$ cat src/rtl/controle_pisca_7seg_pkg.sv
// rtl/controle_pisca_7seg_pkg.sv - segment constants and blink FSM encoding
package controle_pisca_7seg_pkg;

  // Active-low segments, bit 6 = g ... bit 0 = a
  localparam logic [6:0] SEG_0 = 7'b1000000;
  localparam logic [6:0] SEG_1 = 7'b1111001;
  localparam logic [6:0] SEG_2 = 7'b0100100;
  localparam logic [6:0] SEG_3 = 7'b0110000;
  localparam logic [6:0] SEG_4 = 7'b0011001;
  localparam logic [6:0] SEG_5 = 7'b0010010;
  localparam logic [6:0] SEG_6 = 7'b0000010;
  localparam logic [6:0] SEG_7 = 7'b1111000;
  localparam logic [6:0] SEG_8 = 7'b0000000;
  localparam logic [6:0] SEG_9 = 7'b0010000;
  localparam logic [6:0] SEG_A = 7'b0001000;
  localparam logic [6:0] SEG_B = 7'b0000011;
  localparam logic [6:0] SEG_C = 7'b1000110;
  localparam logic [6:0] SEG_D = 7'b0100001;
  localparam logic [6:0] SEG_E = 7'b0000110;
  localparam logic [6:0] SEG_F = 7'b0001110;
  localparam logic [6:0] SEG_APAGADO = 7'b1111111;

  typedef enum logic [1:0] {
    ST_IDLE    = 2'd0,
    ST_APAGADO = 2'd1,
    ST_ACESO   = 2'd2
  } estado_t;

endpackage

$ cat src/rtl/controle_pisca_7seg_decodificador.sv
// rtl/controle_pisca_7seg_decodificador.sv - combinational hex to seven-segment decoder
module decodificador_7seg
  import controle_pisca_7seg_pkg::*;
(
  input  logic [3:0] i_digito,
  output logic [6:0] o_seg
);

  always_comb begin
    o_seg = SEG_APAGADO;
    case (i_digito)
      4'h0: o_seg = SEG_0;
      4'h1: o_seg = SEG_1;
      4'h2: o_seg = SEG_2;
      4'h3: o_seg = SEG_3;
      4'h4: o_seg = SEG_4;
      4'h5: o_seg = SEG_5;
      4'h6: o_seg = SEG_6;
      4'h7: o_seg = SEG_7;
      4'h8: o_seg = SEG_8;
      4'h9: o_seg = SEG_9;
      4'hA: o_seg = SEG_A;
      4'hB: o_seg = SEG_B;
      4'hC: o_seg = SEG_C;
      4'hD: o_seg = SEG_D;
      4'hE: o_seg = SEG_E;
      4'hF: o_seg = SEG_F;
      default: o_seg = SEG_APAGADO;
    endcase
  end

endmodule

$ cat src/rtl/controle_pisca_7seg.sv
// rtl/controle_pisca_7seg.sv - digit latch and blink sequencer driving the 7-segment 2:1 mux
module controle_pisca_7seg
  import controle_pisca_7seg_pkg::*;
#(
  parameter int P_DIV    = 25_000_000,
  parameter int P_NPISCA = 3
)(
  input  logic       clk,
  input  logic       rst,
  input  logic       load,
  input  logic [3:0] dado,
  input  logic       pisca_req,
  input  logic       pisca_stop,
  output logic [6:0] seg_dado,
  output logic [6:0] seg_apagado,
  output logic       sel,
  output logic       ocupado
);

  localparam int W_FASE  = (P_DIV > 1) ? $clog2(P_DIV) : 1;
  localparam int W_PISCA = (P_NPISCA > 0) ? $clog2(P_NPISCA + 1) : 1;
  localparam logic [W_FASE-1:0]  L_FASE_FIM  = W_FASE'(P_DIV - 1);
  localparam logic [W_PISCA-1:0] L_PISCA_FIM = (P_NPISCA > 0) ? W_PISCA'(P_NPISCA - 1) : '0;

  estado_t             r_estado;
  logic [W_FASE-1:0]   r_fase;
  logic [W_PISCA-1:0]  r_pisca;
  logic [3:0]          r_digito;
  logic [6:0]          w_seg;

  decodificador_7seg u_decod (
    .i_digito (r_digito),
    .o_seg    (w_seg)
  );

  assign seg_apagado = SEG_APAGADO;

  always_ff @(posedge clk or posedge rst) begin
    if (rst) begin
      r_digito <= 4'h0;
      seg_dado <= SEG_0;
    end else begin
      if (load) r_digito <= dado;
      seg_dado <= w_seg;
    end
  end

  // In continuous mode the blink counter is held at 0 so it can never wrap into termination
  always_ff @(posedge clk or posedge rst) begin
    if (rst) begin
      r_estado <= ST_IDLE;
      r_fase   <= '0;
      r_pisca  <= '0;
      sel      <= 1'b0;
      ocupado  <= 1'b0;
    end else if (pisca_stop) begin
      r_estado <= ST_IDLE;
      r_fase   <= '0;
      r_pisca  <= '0;
      sel      <= 1'b0;
      ocupado  <= 1'b0;
    end else begin
      case (r_estado)
        ST_IDLE: begin
          if (pisca_req) begin
            r_estado <= ST_APAGADO;
            r_fase   <= '0;
            r_pisca  <= '0;
            sel      <= 1'b1;
            ocupado  <= 1'b1;
          end
        end
        ST_APAGADO: begin
          if (r_fase == L_FASE_FIM) begin
            r_fase   <= '0;
            r_estado <= ST_ACESO;
            sel      <= 1'b0;
          end else begin
            r_fase <= r_fase + 1'b1;
          end
        end
        ST_ACESO: begin
          if (r_fase == L_FASE_FIM) begin
            r_fase <= '0;
            if (P_NPISCA != 0 && r_pisca == L_PISCA_FIM) begin
              r_estado <= ST_IDLE;
              r_pisca  <= '0;
              ocupado  <= 1'b0;
            end else begin
              r_estado <= ST_APAGADO;
              sel      <= 1'b1;
              if (P_NPISCA != 0) r_pisca <= r_pisca + 1'b1;
            end
          end else begin
            r_fase <= r_fase + 1'b1;
          end
        end
        default: begin
          r_estado <= ST_IDLE;
          r_fase   <= '0;
          r_pisca  <= '0;
          sel      <= 1'b0;
          ocupado  <= 1'b0;
        end
      endcase
    end
  end

endmodule

$ cat config.mk
export PLATFORM = sky130hd
export DESIGN_NAME = controle_pisca_7seg
export DESIGN_NICKNAME = d
export VERILOG_FILES = /design/src/rtl/controle_pisca_7seg_pkg.sv /design/src/rtl/controle_pisca_7seg_decodificador.sv /design/src/rtl/controle_pisca_7seg.sv
export SDC_FILE = /design/constraint.sdc
export NUM_CORES = 1
export LEC_CHECK = 0
export CORE_ASPECT_RATIO = 1.2
export CORE_MARGIN = 1.5
export CORE_UTILIZATION = 50
export DETAILED_ROUTE_END_ITERATION = 12
export GPL_TIMING_DRIVEN = 1
export PLACE_DENSITY = 0.71
export SYNTH_ARGS = -nofsm -noshare
export SYNTH_HDL_FRONTEND = slang
export SYNTH_SLANG_ARGS = --single-unit
$ cat constraint.sdc
create_clock -name clk -period 3.5 [get_ports clk]
set_input_delay 0.7 -clock clk [delete_from_list [all_inputs] [get_ports clk]]
set_output_delay 0.7 -clock clk [all_outputs]
set_load 0.005 [all_outputs]
Word-level counts from Yosys, hierarchy flattened
Memory sizes are Yosys's and may differ from the RTL's. A register that Yosys moved wholly into a read port is not among the register bits.
Cells that the tools add are included.
{"block": "totals", "mem_count": 1, "register_bits": 35, "elab_cells": 50, "in_bits": 9, "output_inout_bits": 16, "romBits": 112}
{"memory": "(name not given)", "depth": 16, "width": 7, "read_ports": 1, "rd_clocked_by_memory_dff": 1, "wr": 0, "line_no": "controle_pisca_7seg_decodificador.sv:11", "text": "case (i_digito)"}
{"block": "classes", "reduce_logical": 6, "n_mux": 25, "n_eq_ne": 10, "addsub": 2}
{"op": "2-to-1 mux 25 bit", "count": 3}
{"op": "case mux 25 bit (2 select lines)", "count": 1}
{"op": "adder 25 x 1 -> 25 bit (second input constant)", "count": 1}
{"op": "equality test 25 bit (second input constant)", "count": 1}
{"op": "2-to-1 mux 2 bit", "count": 8}
{"op": "!= test 3 bit (second input constant)", "count": 5}
{"op": "case mux 2 bit (3 select lines)", "count": 2}
{"op": "2-to-1 mux 1 bit", "count": 9}
{"op": "AND reduction 4 bit", "count": 2}
{"op": "case mux 1 bit (3 select lines)", "count": 2}
{"op": "AND reduction 3 bit", "count": 2}
{"op": "equality test 2 bit (second input constant)", "count": 2}
{"op": "adder 2 x 1 -> 2 bit (second input constant)", "count": 1}
{"op": "equality test 2 x 1 -> 1 bit (second input constant)", "count": 1}
{"op": "logical NOT 2 bit", "count": 1}
{"op": "!= test 2 bit (second input constant)", "count": 1}
{"op": "OR reduction 2 bit", "count": 1}

Logic depth before layout (Yosys ltp)
{"block": "depth", "ltp_word": 5, "mapped_depth": 8, "depth_no_buf": 7}

By module
From an unflattened synthesis, not the netlist that was laid out.
{"block": "hier_totals", "hier_cells": 249, "hier_area_um2": 2522.4}
{"mod": "controle_pisca_7seg", "area_each_um2": 2247.2, "n_inst": 1, "cells_each": 217}
{"mod": "decodificador_7seg", "area_each_um2": 275.3, "n_inst": 1, "cells_each": 32}

Worst setup path before layout
No wires, ideal clock.
{"block": "synth_path", "kind": "reg2reg", "startpoint": "register r_fase[0]", "endpoint": "register r_fase[24]", "setup_slack_ns": 1.505, "period_less_slack_ns": 1.995, "required_ns": 3.369, "stages_incl_launch_ff": 8, "n_path_buf": 1, "setup_ns": 0.131, "arrival_ns": 1.864, "path_cell_list": "dfrtp_1 > ha_1 > and4_1 > nand4_2 > o31a_1 > buf_6 > and3_1 > or3_1"}
{"block": "synth_between", "elab_chain_len": 4}
{"element": "start: declaration", "line_no": "controle_pisca_7seg.sv:26", "text": "logic [W_FASE-1:0] r_fase;"}
{"element": "start signal: assignment", "line_no": "controle_pisca_7seg.sv:79", "text": "r_fase <= r_fase + 1'b1;"}
{"element": "start signal: assignment", "line_no": "controle_pisca_7seg.sv:95", "text": "r_fase <= r_fase + 1'b1;"}
{"element": "adder 25 x 1 -> 25 bit / equality test 25 bit (equally long branches)"}
{"element": "2-to-1 mux 25 bit (*)", "line_no": "controle_pisca_7seg.sv:74, controle_pisca_7seg.sv:83"}
{"element": "case mux 25 bit (2 select lines) (*)", "line_no": "controle_pisca_7seg.sv:63", "text": "case (r_estado)"}
{"element": "2-to-1 mux 25 bit (*)", "line_no": "controle_pisca_7seg.sv:56", "text": "end else if (pisca_stop) begin"}
Mark *: on every way between the ends. The rest lies on a longest branch, timed or not.
A chain may end at the register's enable or synchronous reset.

Worst setup path after layout
{"block": "layout_path", "startpoint": "input port pisca_stop", "endpoint": "register r_fase[17]"}
{"block": "layout_between", "elab_chain_len": 1}
{"element": "start: declaration", "line_no": "controle_pisca_7seg.sv:13", "text": "input logic pisca_stop,"}
{"element": "!= test 3 bit (no line) / 2-to-1 mux 25 bit (equally long branches)"}
Parallel ways exist; a longest one is shown, timed or not.

==> results by group <==
Final layout
  – Antenna fix cells: 0
  – Post-Layout Inst Area: roughly 0.0028 mm2
  – Nets: between 200 and 300
  – Most frequent cells in the layout: 41 x dfrtp_1, 27 x nor2_1, 18 x nand2_1, 17 x clkdlybuf4s50_1, 15 x nand3_1
  – Area growth, synth to finish: 14.55%
  – Share of cells above drive strength 1: 0.09225
  – Multi-input gate area: between 0.001 and 0.0015 mm2
  – Filler instances: between 300 and 400
  – Register area: between 0.001 and 0.0015 mm2
  – Commonest non-fill, non-tap cell in the layout: dfrtp_1
  – Fin cells: roughly 330

Synthesis
  – Cell Area, Synth: ~0.0024 mm2
  – Ys flop type: dfrtp_1
  – Synth warnings: 0
  – #FFs+latches synth: between 40 and 50
  – Post-synthesis sequential area ratio: 0.4355
  – Yosys cell types: between 40 and 50
  – Mean Syn Cell Area: between 9 and 10 um2
  – Async SR Flop Fraction: 1.000
  – EDFF count, synth: 0
  – Cells after Synth: 250

Floorplan
  – Die area: 0.005260 mm2
  – I/O Pins: 25
  – Core area: 0.004628 mm2
  – Row count: 27
  – Initial core utilization: 0.5220
  – Die Ht: a little under 80 um
  – Horiz. Die Dim: between 60 and 70 um

Timing
  – Rel. slew slack: 0.4758
  – Setup Viol. Count Final: 0
  – Setup TNS: 0 ps
  – Setup Skew: 11.63 ps
  – FMAX: approximately 430 MHz
  – Tightest Pin Transition: between 700 and 800 ps
  – Crit share post-route: 0.6707
  – RSZ-0062 raised after global routing: no
  – Final hold vios: 0
  – Final Max Slew Viols: 0
  – Final min period: between 2000 and 2500 ps

Pwr
  – PwrDens: 525.7 mW/mm2
  – Worst IR drop on VDD: about 0.28 mV
  – Sw Share: 0.2949
  – Clock share of power: 0.325
  – Seq pwr share: 0.395
  – Static Leakage: roughly 1.2 nW
  – Internal: approximately 1.0 mW
  – Sw Pwr: between 0.4 and 0.5 mW
  – Gate power share: 0.279
  – Pwr Total: roughly 1.5 mW

Job
  – Max Cap Viol: 0

Placement
  – DP Cell Count: around 320
  – Final Wtd Congestion: 0.8122
  – Hpwl dp: roughly 3300 um
  – # port buffers: 17
  – Placed cell area: roughly 0.0026 mm2

Hold path
  – Start point of the worst hold path: r_fase[1]
  – WHS Path Cells: 2
  – Worst Hold Class: reg -> reg
  – Hold EP: r_fase[1]

Clock tree
  – Post-cts gate resize count: 0
  – Setup repair bufs after CTS: 0
  – Hold_buf cts: 0
  – Clock Path Buffers: 2
  – Clock latency on the worst-skew pair: 300 ps
  – CTS tree: built
  – TritonCTS buffer count: 5
  – H-tree Lvls: 2
  – Root buf cell: clkbuf_8
  – Clock-pin slew on the worst setup and hold paths: 80 ps
  – Clock sink total: between 40 and 50

Critical path
  – Arr. time, crit path: roughly 2600 ps
  – CP cell instances: clkdlybuf4s50_1 -> nor3b_2 -> nor4_2 -> nand4_1 -> xor2_1 -> nor2_1
  – Element type at the critical path start: input pin
  – Worst Path Buf+Inv: 1
  – Kind of end point of the critical path: register
  – Crit path max-delay family: simple AND/OR/NAND/NOR gates
  – Worst-case reg-to-reg path depth: 6
  – Critical-path maximum fanout: 7
  – CP max-delay cell: nor4_2
  – Reg2reg start: r_fase[0]
  – R2R Path End: r_fase[12]
  – Worst path required time: roughly 3700 ps
  – Flop2flop setup slack: 1240 ps
  – Critical path class: in -> reg
  – Slowest stage delay, CP: 720 ps

Global routing
  – First-pass GRT wire length: 8155 um
  – Initial antenna violation count: 0
  – Vias in the first global route: 1787
  – Grt total ovfl: 0
  – Largest net degree at the start of global routing: 43
  – Tot GR Track Use: 0.2001

Run status
  – Status: complete, no violations

Detailed routing
  – Detailed Route Iter0 Violations: 139
  – DR pass1 iterations: 4
  – WL per Instance: ~14 um
  – Remaining DRCs: 0
  – Via count: 1862
  – Routed wire length: approximately 4700 um
  – Detail Route Antenna Nets: 0
  – DR vias/cell: between 5 and 6
[worst max-delay path by stage]
stage                     from         end  slack (ps)  cells after the start
floorplan            r_fase[0]  r_fase[24]        1510                      7
CTS                 pisca_stop  r_fase[17]        1150                      6
global placement    pisca_stop  r_fase[17]         900                      6
finish              pisca_stop  r_fase[17]        1150                      6
detailed placement  pisca_stop  r_fase[17]         840                      6
global route         r_fase[0]  r_fase[12]        1040                      6
[worst register-to-register path, stage by stage, from the launching register on]
cell and delay (ps):
dfrtp_1 390, ha_1 230, and4_1 260, nand4_2 180
o31ai_2 550, nor2_1 260, a22o_1 270
[cells in the mapped netlist, drive strengths merged, types with 4 or more instances]
cell	number	area share
o21ai	14	0.029
nor2b	6	0.016
a22o	7	0.025
buf	11	0.032
nand4	9	0.026
nor3	7	0.017
a21oi	6	0.012
ha	12	0.062
inv	14	0.022
nor2	27	0.042
xor2	8	0.029
nand3	15	0.031
a21o	4	0.012
dfrtp	41	0.42
mux2	6	0.028
mux2i	5	0.021
nor4	5	0.018
nand2	18	0.028
[flip-flops by register name, summed over array words and instances (netlist names)]
| name | count |
|---|---|
| ocupado | 1 |
| r_digito | 4 |
| r_estado | 2 |
| r_fase | 25 |
| r_pisca | 2 |
| seg_dado | 7 |
| sel | 1 |
[area by class of cell]
| type | instances | share of cell area |
|---|---|---|
| clock buffers | 6 | 0.02984 |
| inverters | 14 | 0.01899 |
| clock inverters | 2 | 0.02170 |
| repair buffers | 20 | 0.06962 |
| flip-flops and latches | 42 | 0.3802 |
| multi-input cells | 187 | 0.4534 |
| well taps | 58 | 0.02622 |
[per-layer routing]
layer | global-route usage | routed length (um) | vias up
met3 | 0.04674 | 160 | 6
met4 | 0.05918 | 56 | 0
li1 | - | - | 914
met5 | 0 | 0 | -
met2 | 0.3200 | 2307 | 37
met1 | 0.2697 | 2140 | 905
[per-stage QoR]
step	util	hold slack, ps	worst slack [ps]
final	0.5980	527.6	1152
after global routing	0.5980	562.1	1042
after CTS	0.5980	527.6	1154
after detailed placement	0.5672	507.8	841.3
after global placement	0.5672	493.9	902.5
after floorplan	-	476.1	1505
[power by group through the flow]
stage | Sequential [mW] | Clock, mW | Combinational, mW
global placement | 0.583 | 0 | 0.400
detailed placement | 0.583 | 0 | 0.408
CTS | 0.575 | 0.481 | 0.411
global route | 0.582 | 0.501 | 0.451
finish | 0.575 | 0.473 | 0.406
floorplan | 0.574 | 0 | 0.291
[cells by family after synthesis]
kind of cell,Yosys count,share of synthesized area
buf+inv,27,0.05645
xor+xnor,11,0.03988
fa+ha+maj,12,0.06214
other cells,1,0.001552
simple gates,104,0.2320
mux,12,0.05800
flops,42,0.4355
compound gates,41,0.1145
No activity file was read; power rests on OpenSTA's default activity.
==> RTL change 1 (same flow settings) <==
Change the parameter `P_DIV` from 25_000_000 to 100_000_000.
--- a/src/rtl/controle_pisca_7seg.sv
+++ b/src/rtl/controle_pisca_7seg.sv
@@ -4,3 +4,3 @@
 #(
-  parameter int P_DIV    = 25_000_000,
+  parameter int P_DIV    = 100_000_000,
   parameter int P_NPISCA = 3
Function: same outputs for any inputs over 10 cycles, from zero or initial values and one cycle with rst high; that may be too few to reach the edited logic, so the function may still have changed.
==> RTL change 1 against the original RTL <==
  * Sequential cell count is 2 higher
  * Power down 9.0%
  * Combinational power fell by 13%
  * Worst hold slack improved by 18 ps
  * Critical path depth rose by 2
  * Routed wire length barely moved
  * Via count rose by 0.11%
  * Area after synthesis is 3.1% higher
  * Worst setup slack worse by 38 ps
  * Final area up 1.3%
  * Die area up 3.0%
  * Clock power fell by 20%
==> RTL change 1: results (changes against the original RTL) <==
{
  "sta": {
    "final.setup_skew": {"value": 6.589, "unit": "ps", "change": "was 11.63 ps"},
    "period_share": {"value": 0.6817, "change": "was 0.6707"},
    "slew_at_the_pin_closest_to_its_max_slew_limit": {"value": 1050, "unit": "ps", "change": "was 779.9 ps"}
  },
  "cts": {
    "insertion_delay": {"value": 300, "unit": "ps", "change": "about the same"}
  },
  "power_and_ir_drop": {
    "ir_worst_vdd": {"value": 231.6, "unit": "uV", "change": "was 283.2 uV"},
    "p_leak": {"value": 1.204, "unit": "nW", "change": "was 1.215 nW"},
    "p_per_area": {"value": 472.5, "unit": "nW/um^2", "change": "was 525.7 nW/um^2"}
  },
  "logic_synthesis": {
    "yosys.cell_types.count": {"value": 43, "change": "was 49"},
    "synth_commonest_cells": {"value": "sky130_fd_sc_hd__dfrtp_1 (43), sky130_fd_sc_hd__nor2_1 (31), sky130_fd_sc_hd__nand2_1 (26)", "change": "was sky130_fd_sc_hd__dfrtp_1 (41), sky130_fd_sc_hd__nor2_1 (27), sky130_fd_sc_hd__nand2_1 (18)"},
    "synth.area.top_cells": {"value": "sky130_fd_sc_hd__dfrtp_1 (43%), sky130_fd_sc_hd__ha_1 (6.0%), sky130_fd_sc_hd__xor2_1 (5.6%)", "change": "was sky130_fd_sc_hd__dfrtp_1 (42%), sky130_fd_sc_hd__ha_1 (6.2%), sky130_fd_sc_hd__nor2_1 (4.2%)"},
    "ys_seq_area_frac": {"value": 0.4425, "change": "was 0.4355"}
  },
  "routing": {
    "met2_wirelength": {"value": 2421, "unit": "um", "change": "was 2307 um"},
    "route.layer.met1.wl": {"value": 2005, "unit": "um", "change": "was 2140 um"},
    "first_iter_violations": {"value": 104, "change": "was 139"},
    "detailroute.wirelength.met3": {"value": 162, "unit": "um", "change": "was 160 um"},
    "viasPerCell": {"value": 5.548, "change": "was 5.660"},
    "dr_total_vias": {"value": 1864, "change": "was 1862"},
    "drt_first_pass_iters": {"value": 4, "change": "unchanged"}
  },
  "status": {
    "outcome": {"value": "finished, final reports clean", "change": "unchanged"}
  },
  "critical_path": {
    "reg2reg_slack": {"value": 1260, "unit": "ps", "change": "was 1240 ps"},
    "crit_arrival": {"value": 2610, "unit": "ps", "change": "was 2570 ps"},
    "critical_path.max_fanout": {"value": 14, "change": "was 7"}
  },
  "grt": {
    "grt_max_degree": {"value": 28, "change": "was 43"},
    "grtUsageTotal": {"value": 0.2011, "change": "was 0.2001"}
  },
  "layout": {
    "drive_above_1_share": {"value": 0.08273, "change": "was 0.09225"},
    "num-nets-final": {"value": 298, "change": "was 291"},
    "biggestRegsByFlops": {"value": "r_fase: 27 flops, seg_dado: 7 flops, r_digito: 4 flops", "change": "was r_fase: 25 flops, seg_dado: 7 flops, r_digito: 4 flops"}
  },
  "placed_design": {
    "dp.final_hpwl": {"value": 3397, "unit": "um", "change": "was 3326 um"}
  }
}
## RTL change 1: cells by family (layout without fill, tap and decap cells)
kind of cell | after synthesis | in the layout | synth area share
AND/OR/NAND/NOR | 118 | 118 | 0.2566
flip-flops | 44 | 44 | 0.4425
AO/OA/AOI/OAI | 30 | 30 | 0.07986
XOR/XNOR | 23 | 23 | 0.08086
buffers and inverters | 21 | 37 | 0.04872
adder cells (fa/ha/maj) | 12 | 12 | 0.06027
multiplexers | 7 | 7 | 0.02963
other | 1 | 7 | 0.001505
## RTL change 1: area by class of cell
class                      count  area, um^2
tap                           58       72.57
timing repair buffer          21       200.2
multi-input combinational    197        1290
sequential                    44        1102
inverter                       8       30.03
clock inverter                 2       35.03
fill                         399        1893
clock buffer                   6       72.57
## RTL change 1: per-layer routing
layer,track usage,up-vias
met4,0.07959,0
met2,0.3446,39
met5,0,-
met3,0.04762,6
li1,-,918
met1,0.2389,901
## RTL change 1: worst max-delay path, stage by stage
cell and delay [ps]:
sky130_fd_sc_hd__clkdlybuf4s50_1 630, sky130_fd_sc_hd__nor3b_2 100, sky130_fd_sc_hd__buf_4 210, sky130_fd_sc_hd__nor4_2 270
sky130_fd_sc_hd__buf_4 200, sky130_fd_sc_hd__nand2_1 70, sky130_fd_sc_hd__or2_2 270, sky130_fd_sc_hd__a21oi_1 130
## RTL change 1: metrics by stage
step                worst slack, ps    util  hold slack (ps)
global route                   1010  0.5969            600.9
CTS                            1127  0.5969            550.9
floorplan                      1341       -            497.1
finish                         1114  0.5969            545.6
detailed placement            839.0  0.5739            531.8
global placement              857.5  0.5739            518.9
## RTL change 1: final timing paths
check	cells after the start	startpoint	endpoint
max	8	pisca_stop	r_fase[9]$_DFFE_PP0P_
min	2	r_fase[23]$_DFFE_PP0P_	r_fase[23]$_DFFE_PP0P_
max reg2reg	9	r_estado[0]$_DFFE_PP0P_	r_fase[9]$_DFFE_PP0P_
min reg2reg	2	r_fase[23]$_DFFE_PP0P_	r_fase[23]$_DFFE_PP0P_
max in group asynchronous	3	rst	r_fase[5]$_DFFE_PP0P_
min in group asynchronous	2	rst	ocupado$_DFFE_PP0P_
## RTL change 1: report_power, final
part / total, mW / internal, mW / switching (mW)
Sequential: 0.594 / 0.552 / 0.0421
Clock: 0.379 / 0.212 / 0.167
Combinational: 0.352 / 0.159 / 0.192
Total: 1.32 / 0.923 / 0.402
==> RTL change 2 (same settings) <==
Made on the original files. Encoding of `estado_t`: now one-hot (3 bits for 3 values).
--- a/src/rtl/controle_pisca_7seg_pkg.sv
+++ b/src/rtl/controle_pisca_7seg_pkg.sv
@@ -22,6 +22,6 @@
 
-  typedef enum logic [1:0] {
-    ST_IDLE    = 2'd0,
-    ST_APAGADO = 2'd1,
-    ST_ACESO   = 2'd2
+  typedef enum logic [2:0] {
+    ST_IDLE    = 3'b001,
+    ST_APAGADO = 3'b010,
+    ST_ACESO   = 3'b100
   } estado_t;
Behaviour: same outputs for any inputs over 10 cycles, from zero or initial values and one cycle with rst high; not proved beyond that.
==> RTL change 2 against the original RTL <==
  * Worst hold slack got worse by 19 ps
  * Sequential cell count increased by 1
  * Routed wire length increased by 6.9%
  * Worst setup slack got worse by 290 ps
  * Via count increased by 8.6%
  * Final cell count increased by 3.6%
  * Power decreased by 8.9%
  * Largest cell class unchanged
  * Largest power group unchanged
  * Area after synthesis increased by 2.5%
  * Final area decreased by 0.45%
==> RTL change 2: results (changes against the original RTL) <==
{
  "status": {
    "outcome": {"value": "finished, final reports clean", "change": "unchanged"}
  },
  "power_and_ir_drop": {
    "ir_worst_vdd": {"value": 285.2, "unit": "uV", "change": "was 283.2 uV"},
    "pg_seq": {"value": 0.605, "unit": "mW", "change": "was 0.575 mW"},
    "swShare": {"value": 0.2986, "change": "was 0.2949"},
    "switchingPower": {"value": 0.3958, "unit": "mW", "change": "was 0.4290 mW"},
    "p_leak": {"value": 1.082, "unit": "nW", "change": "was 1.215 nW"},
    "combPwrFrac": {"value": 0.240, "change": "was 0.279"}
  },
  "logic_synthesis": {
    "synth.area.top_cells": {"value": "sky130_fd_sc_hd__dfrtp_1 (41%), sky130_fd_sc_hd__a21oi_1 (4.8%), sky130_fd_sc_hd__o21ai_0 (4.0%)", "change": "was sky130_fd_sc_hd__dfrtp_1 (42%), sky130_fd_sc_hd__ha_1 (6.2%), sky130_fd_sc_hd__nor2_1 (4.2%)"},
    "synth_commonest_cells": {"value": "sky130_fd_sc_hd__dfrtp_1 (41), sky130_fd_sc_hd__a21oi_1 (24), sky130_fd_sc_hd__nand2_1 (24)", "change": "was sky130_fd_sc_hd__dfrtp_1 (41), sky130_fd_sc_hd__nor2_1 (27), sky130_fd_sc_hd__nand2_1 (18)"},
    "yosys.cell_types.count": {"value": 51, "change": "was 49"}
  },
  "sta": {
    "final.setup_skew": {"value": 9.918, "unit": "ps", "change": "was 11.63 ps"},
    "relSlewSlack": {"value": 0.3365, "change": "was 0.4758"}
  },
  "layout": {
    "drive_above_1_share": {"value": 0.08481, "change": "was 0.09225"},
    "finalInstanceArea": {"value": 2755, "unit": "um^2", "change": "was 2768 um^2"},
    "final.fill_count": {"value": 438, "change": "was 391"},
    "num-nets-final": {"value": 298, "change": "was 291"}
  },
  "placed_design": {
    "detailed_place.area": {"value": 2638, "unit": "um^2", "change": "was 2625 um^2"},
    "routabilityCongestion": {"value": 0.8174, "change": "was 0.8122"},
    "detailedPlace.worstSlack": {"value": 682.6, "unit": "ps", "change": "was 841.3 ps"},
    "dp.final_hpwl": {"value": 3551, "unit": "um", "change": "was 3326 um"}
  },
  "critical_path": {
    "crit_path_top_delay_cell": {"value": "sky130_fd_sc_hd__o21ai_1", "change": "was sky130_fd_sc_hd__nor4_2"}
  },
  "grt": {
    "grtUsageTotal": {"value": 0.2113, "change": "was 0.2001"},
    "grt_pass1_vias": {"value": 1885, "change": "was 1787"}
  },
  "routing": {
    "first_iter_violations": {"value": 140, "change": "was 139"},
    "dr_total_vias": {"value": 2022, "change": "was 1862"},
    "routedWlPerCell": {"value": 14.62, "unit": "um", "change": "was 14.18 um"}
  }
}
## RTL change 2: final cells by class
class                           instances  share of cell area
Sequential cell                        43              0.3915
Tap cell                               58             0.02634
Timing Repair Buffer                   20             0.06994
Inverter                                8             0.01090
Clock buffer                            6             0.02997
Multi-Input combinational cell        204              0.4587
Clock inverter                          2             0.01272
## RTL change 2: path summary, 6_finish.rpt
check	start	endpoint	slack (ps)	cells after the start
worst min register to register	r_fase[19]$_DFFE_PP0P_	r_fase[19]$_DFFE_PP0P_	510	1
max in group asynchronous	rst	r_estado[0]$_DFFE_PP1P_	2020	3
worst max register to register	r_fase[0]$_DFFE_PP0P_	r_fase[9]$_DFFE_PP0P_	860	6
worst min-delay path	r_fase[19]$_DFFE_PP0P_	r_fase[19]$_DFFE_PP0P_	510	1
worst max-delay path	r_fase[0]$_DFFE_PP0P_	r_fase[9]$_DFFE_PP0P_	860	6
min in group asynchronous	rst	r_fase[14]$_DFFE_PP0P_	810	2
## RTL change 2: cell families (layout without fill, tap and decap cells)
kind of cell             Yosys count  count (layout)  share of synthesized area
AND/OR/NAND/NOR                  101             101                     0.2263
AO/OA/AOI/OAI                     79              79                     0.1975
flip-flops                        43              43                     0.4354
buffers and inverters             29              36                    0.06363
adder cells (fa/ha/maj)            7               7                    0.03535
multiplexers                       7               7                    0.02980
XOR/XNOR                           3               3                    0.01061
other                              1               7                   0.001514
## RTL change 2: stage by stage
stage | std cells | hold WS, ps
floorplan | 276 | 466.0
finish | 341 | 508.5
global placement | 333 | 494.4
detailed placement | 333 | 499.9
global route | 341 | 533.1
CTS | 341 | 511.3
## RTL change 2: metal layers
layer  global-route usage  up-vias  part of all wire
li1                     -      999                 -
met1               0.2679      969              0.44
met2               0.3465       49              0.50
met3              0.05182        5             0.040
met4              0.07551        0             0.012
met5                    0        -                 0
